--- src/rtl/updown_btn_ctrl.sv ---
// Up/down push-button front end: synchronises two raw buttons, debounces a press,
// then emits increment/decrement pulses with hold-to-auto-repeat behaviour.
module updown_btn_ctrl #(
  parameter logic [19:0] DEBOUNCE_CYCLES = 20'd50000,
  parameter logic [19:0] HOLD_CYCLES     = 20'd500000,
  parameter logic [19:0] REPEAT_CYCLES   = 20'd150000
) (
  input  logic       clk_i,
  input  logic       rst_i,
  input  logic       btn_up_i,
  input  logic       btn_down_i,
  output logic       incr_o,
  output logic       decr_o,
  output logic [2:0] state_o
);

  typedef enum logic [2:0] {
    ST_IDLE     = 3'd0,
    ST_DEBOUNCE = 3'd1,
    ST_HOLD     = 3'd2,
    ST_REPEAT   = 3'd3,
    ST_LOCK     = 3'd4
  } state_t;

  // The timer counts down to zero and fires on the edge it is found at zero,
  // so loading N-1 gives exactly N cycles between load and action.
  localparam logic [19:0] DEB_LOAD = DEBOUNCE_CYCLES - 20'd1;
  localparam logic [19:0] HLD_LOAD = HOLD_CYCLES - 20'd1;
  localparam logic [19:0] RPT_LOAD = REPEAT_CYCLES - 20'd1;

  state_t      state_q, state_d;
  logic [19:0] timer_q, timer_d;
  logic        dir_q, dir_d;          // 1 = up, 0 = down
  logic        incr_q, incr_d;
  logic        decr_q, decr_d;
  logic        up_meta_q, up_sync_q;
  logic        dn_meta_q, dn_sync_q;

  logic        latched;
  logic        other;
  logic        pulse;

  always_ff @(posedge clk_i) begin
    if (rst_i) begin
      up_meta_q <= 1'b0;
      up_sync_q <= 1'b0;
      dn_meta_q <= 1'b0;
      dn_sync_q <= 1'b0;
      state_q   <= ST_IDLE;
      timer_q   <= 20'd0;
      dir_q     <= 1'b0;
      incr_q    <= 1'b0;
      decr_q    <= 1'b0;
    end else begin
      up_meta_q <= btn_up_i;
      up_sync_q <= up_meta_q;
      dn_meta_q <= btn_down_i;
      dn_sync_q <= dn_meta_q;
      state_q   <= state_d;
      timer_q   <= timer_d;
      dir_q     <= dir_d;
      incr_q    <= incr_d;
      decr_q    <= decr_d;
    end
  end

  assign latched = dir_q ? up_sync_q : dn_sync_q;
  assign other   = dir_q ? dn_sync_q : up_sync_q;

  always_comb begin
    state_d = state_q;
    timer_d = timer_q;
    dir_d   = dir_q;
    pulse   = 1'b0;
    case (state_q)
      ST_IDLE: begin
        if (up_sync_q && dn_sync_q) begin
          state_d = ST_LOCK;
        end else if (up_sync_q) begin
          dir_d   = 1'b1;
          timer_d = DEB_LOAD;
          state_d = ST_DEBOUNCE;
        end else if (dn_sync_q) begin
          dir_d   = 1'b0;
          timer_d = DEB_LOAD;
          state_d = ST_DEBOUNCE;
        end
      end
      ST_DEBOUNCE: begin
        if (other) begin
          state_d = ST_LOCK;
        end else if (!latched) begin
          state_d = ST_IDLE;
        end else if (timer_q == 20'd0) begin
          pulse   = 1'b1;
          timer_d = HLD_LOAD;
          state_d = ST_HOLD;
        end else begin
          timer_d = timer_q - 20'd1;
        end
      end
      ST_HOLD: begin
        if (other) begin
          state_d = ST_LOCK;
        end else if (!latched) begin
          state_d = ST_IDLE;
        end else if (timer_q == 20'd0) begin
          pulse   = 1'b1;
          timer_d = RPT_LOAD;
          state_d = ST_REPEAT;
        end else begin
          timer_d = timer_q - 20'd1;
        end
      end
      ST_REPEAT: begin
        if (other) begin
          state_d = ST_LOCK;
        end else if (!latched) begin
          state_d = ST_IDLE;
        end else if (timer_q == 20'd0) begin
          pulse   = 1'b1;
          timer_d = RPT_LOAD;
        end else begin
          timer_d = timer_q - 20'd1;
        end
      end
      ST_LOCK: begin
        if (!up_sync_q && !dn_sync_q) begin
          state_d = ST_IDLE;
        end
      end
      default: begin
        state_d = ST_IDLE;
      end
    endcase
    incr_d = pulse & dir_q;
    decr_d = pulse & ~dir_q;
  end

  assign incr_o  = incr_q;
  assign decr_o  = decr_q;
  assign state_o = state_q;

endmodule

--- config.mk ---
export PLATFORM = sky130hd
export DESIGN_NAME = updown_btn_ctrl
export DESIGN_NICKNAME = d
export VERILOG_FILES = /design/src/rtl/updown_btn_ctrl.sv
export SDC_FILE = /design/constraint.sdc
export NUM_CORES = 1
export LEC_CHECK = 0
export ABC_CLOCK_PERIOD_IN_PS = 3700
export CORE_MARGIN = 1.5
export CORE_UTILIZATION = 39
export DETAILED_ROUTE_END_ITERATION = 10
export MAX_ROUTING_LAYER = met4
export SYNTH_ARGS = -nofsm -noshare
export SYNTH_HDL_FRONTEND = slang
export SYNTH_SLANG_ARGS = --single-unit
--- constraint.sdc ---
create_clock -name clk_i -period 3.7 [get_ports clk_i]
set_input_delay 0.555 -clock clk_i [delete_from_list [all_inputs] [get_ports clk_i]]
set_output_delay 0.555 -clock clk_i [all_outputs]
set_load 0.02 [all_outputs]
---- Word-level counts from Yosys, hierarchy flattened ----
Cells that the tools add are included.
word-level totals
  output and inout port bits .............. 5
  register bits after elaboration ......... 30
  word-level logic and storage cells ...... 73
  input port bits ......................... 4
operators by class
  bitwise logic cells ..................... 4
  reduce and logical (&&, ||, !) cells .... 13
  eq/ne operators ......................... 15
  multiplexer cells ....................... 31
  add/sub/neg operators ................... 1
operators by type and width
  kind                                                    number
  2-to-1 mux 20 bit                                       9
  one-hot mux 20 bit (3 select lines)                     1
  2-to-1 mux 3 bit                                        12
  logical NOT 20 bit                                      1
  subtractor 20 x 1 -> 20 bit (second input constant)     1
  one-hot mux 3 bit (5 select lines)                      1
  inequality test 4 bit (second input constant)           3
  inequality test 2 bit (second input constant)           5
  2-to-1 mux 1 bit                                        8
  AND reduction 7 bit                                     1
  equality test 3 x 2 -> 1 bit (second input constant)    2
  inequality test 3 bit (second input constant)           2
  AND reduction 5 bit                                     1
  equality test 3 x 1 -> 1 bit (second input constant)    1
  equality test 3 bit (second input constant)             1
  logical NOT 3 bit                                       1
  AND reduction 3 bit                                     1
  nonzero test 3 bit                                      1
  OR reduction 3 bit                                      1
  bitwise AND 1 bit                                       2
  logical AND 1 bit                                       2
  logical NOT 1 bit                                       2
  inequality test 2 x 1 -> 1 bit (second input constant)  1
  NOT 1 bit                                               2
  2 further kinds                                         2

---- Longest topological paths before layout ----
  word-level depth ........................ 6
  depth in mapped cells ................... 9
  mapped depth without buffers ............ 7

---- Worst setup path after synthesis ----
Ideal clock, no wire load.
  kind .................................... register -> register
  start point ............................. register timer_q[0]
  end point ............................... register timer_q[9]
  data required time ...................... 3.583 ns
  cell stages (with the launch flop) ...... 10
  path buffers ............................ 2
  arrival time ............................ 2.020 ns
  clock period less this slack ............ 2.137 ns
  setup time .............................. 0.117 ns
  path slack .............................. 1.563 ns
  cell sequence ........................... dfxtp_1 > inv_1 > ha_1 > or3b_2 > clkbuf_1 > nor3_4 > and3_1 > buf_6 > o21ai_2 > a32o_1
on the way
  cells in the longest elaborated chain, start to end .. 5
  elaborated cells between the ends (all ways) .. 9
  classes of those cells .................. add/sub (1); mux (7); reduce/logical (1)
RTL lines
  what                                                               line          RTL
  from (decl)                                                        32            logic [19:0] timer_q, timer_d;
  from (signal assigned)                                             60            timer_q <= timer_d;
  subtractor 20 x 1 -> 20 bit or logical NOT 20 bit (tied branches)  -
  2-to-1 mux 20 bit, on equally long branches                        107, 120, 94
  2-to-1 mux 20 bit, on equally long branches                        118, 92
  2-to-1 mux 20 bit, on equally long branches                        116, 90
  one-hot mux 20 bit (3 select lines) *                              75            case (state_q)
Mark *: on every way between the ends. The rest lies on a longest branch, timed or not. The select of a mux whose other input is x is not followed.
A chain may end at the register's enable or synchronous reset.

---- Worst setup path in the final report ----
Ends and elaborated chain as after synthesis.

==> impl_metrics.yaml <==
clock_tree:
  post_cts_buffers: 0
  cts_hold_buf: 0
  cts_resized: 0
  cts_made_buffers: 5
  insertion_delay_ps: 290
  clock-sinks: 30
  clockBufferDepth: 2
  cts_root_buf: "clkbuf_8"
  path_clk_slew_ps: 70
  cts_tree: "done"
  cts_max_level: 2
cells_and_area:
  final_common_cell: "dfxtp_1"
  nFillCells: 439
  final_cell_count_no_fill: 274
  final_cell_mix: "dfxtp_1, nor2_1, a21oi_1, o21ai_0, nand2_1"
  design_area_sq_mm: 0.00192
  fin_nets: 228
  area_growth_pct: 10.1
  antennaDiodeCount: 0
  layout-drive-gt1-share_pct: 9.91
timing:
  finalMaxSlewViolations: 0
  worst_pin_slew_ps: 709
  period_minus_slack_ps: 2390
  rsz0062_at_grt: "false"
  fmax_ghz: 0.419
  final.period_utilization_pct: 64.6
  worst_slew_margin_rel_pct: 52.6
  fin_tns_setup_ps: 0
  setup_viol: 0
  fin_worst_skew_ps: 7.00
  finalHoldViolCount: 0
setup_path:
  timing.rr.start: "timer_q[0]$_SDFFE_PP0P_"
  crit_start: "timer_q[0]$_SDFFE_PP0P_"
  critPathLaunchType: "flop"
  rr_endpoint: "timer_q[9]$_SDFFE_PP0P_"
  endpoint: "timer_q[9]$_SDFFE_PP0P_"
  reg2reg_slack_ps: 1310
  r2r_cells: 7
  crit_fanout: 10
  critPathCaptureType: "flop"
  crit_arrival_ps: 2570
  required_ps: 3880
  crit_type: "flop to flop"
placed_design:
  placed_area_sq_mm: 0.00182
  dp.cells: 266
  place_congestion: 0.914
  dp_hpwl_um: 3040
  portBuffers: 8
flow_run:
  max_cap_viol_count: 0
die:
  die_area_sq_mm: 0.00487
  dieWidth_um: 69.8
  start_util_pct: 40.2
  rows: 24
  pin_count: 9
  fp.dieH_um: 69.8
  coreArea_sq_mm: 0.00432
logic_synthesis:
  avgSynthCellArea_sq_um: 8.02
  synthCells: 217
  ys_ff_latch: 30
  ys_seq_area_share_pct: 34.5
  ys.flop_type: "dfxtp_1"
  synth_top_area_share_pct: 34.5
  syn_area_sq_mm: 0.00174
  synth_cell_types: 54
  synth_edf_count: 0
  synth_nets: 224
  ys_warn_count: 0
  synthTopCellsByArea: "dfxtp_1, a21oi_1, nor2_1, o21ai_0, nand2_1"
  synth-async-reset-ratio_pct: 0
  synth_area_leader_cell: "dfxtp_1"
route:
  via_per_inst: 6.10
  drcViolationCount: 0
  postRouteAntennaNets: 0
  first_pass_iters: 4
  finalWirelength_um: 4300
  drt_iter0_markers: 119
  vias: 1671
  wire_per_inst_um: 15.7
grt:
  grt_overflow: 0
  grt_usage_pct: 19.2
  grt_max_degree: 22
  antenna_found_initial: 0
  grt_pass1_wl_um: 7220
  grt_pass1_vias: 1482
power:
  comb_power_share_pct: 24.0
  p_int_uw: 563
  peakVddDrop_mv: 0.259
  p_leak_nw: 0.677
  p_clk_share_pct: 32.6
  netSwitchingFraction_pct: 32.4
  p_seq_share_pct: 43.4
  p_sw_uw: 270
  power.density_mw_per_mm2: 435
status:
  outcome: "finished clean"
worst_hold_path:
  hp-class: "flop to flop"
==> critical path, cell delays in order, from the launching register on <==
cell	delay (ps)
dfxtp_1	330
inv_1	60
ha_1	210
or3b_2	560
nor3_4	340
and3_1	430
o21ai_2	100
a32o_1	260
==> state kept, by name, indices dropped and copies added, names as in the netlist <==
register   cells
up_meta_q      1
timer_q       20
up_sync_q      1
dir_q          1
dn_sync_q      1
state_o        3
decr_o         1
incr_o         1
dn_meta_q      1
==> logic make-up after synthesis <==
family / after synthesis / share of synthesized area [%]
xor+xnor: 1 / 0.503
flops: 30 / 34.5
simple gates: 95 / 30.6
buf+inv: 19 / 5.46
fa+ha+maj: 3 / 2.16
mux: 1 / 0.575
compound gates: 68 / 26.2
==> power groups by stage <==
stage | clock [mW] | combinational (mW) | sequential [mW]
after floorplan | 0 | 0.162 | 0.363
after global placement | 0 | 0.198 | 0.368
after detailed placement | 0 | 0.195 | 0.368
after CTS | 0.277 | 0.196 | 0.361
after global routing | 0.288 | 0.220 | 0.364
final | 0.272 | 0.200 | 0.362
==> cell usage after synthesis (all sizes together), types with 2 or more instances <==
| master | instances |
|---|---|
| nor4 | 6 |
| nand4 | 7 |
| or2 | 5 |
| a32oi | 3 |
| nand4b | 2 |
| a311oi | 2 |
| nor3 | 9 |
| a21oi | 20 |
| dfxtp | 30 |
| nand2 | 13 |
| a31oi | 5 |
| or3b | 2 |
| o221ai | 2 |
| nand3 | 4 |
| and2 | 2 |
| or4 | 4 |
| nand3b | 3 |
| o2bb2a | 2 |
| nor2 | 23 |
| buf | 4 |
| inv | 7 |
| o21a | 2 |
| ha | 3 |
| o21ai | 15 |
| a21boi | 3 |
| o31ai | 2 |
| or3 | 4 |
| a211oi | 2 |
| clkbuf | 8 |
| nor2b | 6 |
==> stage by stage <==
step	total power [mW]	hold WS, ps	worst slack [ps]	util (%)
after detailed placement	0.563	420	1350	42.2
final	0.833	434	1310	44.3
after global placement	0.566	416	1400	42.2
after global routing	0.872	471	1140	44.3
after CTS	0.834	435	1350	44.3
after floorplan	0.525	414	1560	-
==> cell type report <==
cell class                      count  area (sq um)  area share, %
Clock buffer                        7          86.3           4.51
Clock inverter                      1          5.00          0.261
Inverter                            7          26.3           1.37
Multi-Input combinational cell    168          1040           54.5
Sequential cell                    30           601           31.4
Tap cell                           52          65.1           3.40
Timing Repair Buffer                9          87.6           4.57
==> routing by layer <==
| layer | GRT usage, % | part of all wire, % |
|---|---|---|
| met1 | 25.5 | 46 |
| met2 | 28.5 | 45 |
| met3 | 3.92 | 6.9 |
| met4 | 7.69 | 1.9 |
| met5 | - | 0 |
==> how the worst min path moves through the flow <==
stage | startpoint | end | cells past startpoint
after floorplan | dn_meta_q$_SDFF_PP0_ | dn_sync_q$_SDFF_PP0_ | 1
after global placement | up_meta_q$_SDFF_PP0_ | up_sync_q$_SDFF_PP0_ | 1
after detailed placement | dn_meta_q$_SDFF_PP0_ | dn_sync_q$_SDFF_PP0_ | 1
after CTS | dn_meta_q$_SDFF_PP0_ | dn_sync_q$_SDFF_PP0_ | 1
after global routing | up_meta_q$_SDFF_PP0_ | up_sync_q$_SDFF_PP0_ | 1
final | dn_meta_q$_SDFF_PP0_ | dn_sync_q$_SDFF_PP0_ | 1
Note: power is estimated with default switching activity, not from simulation.
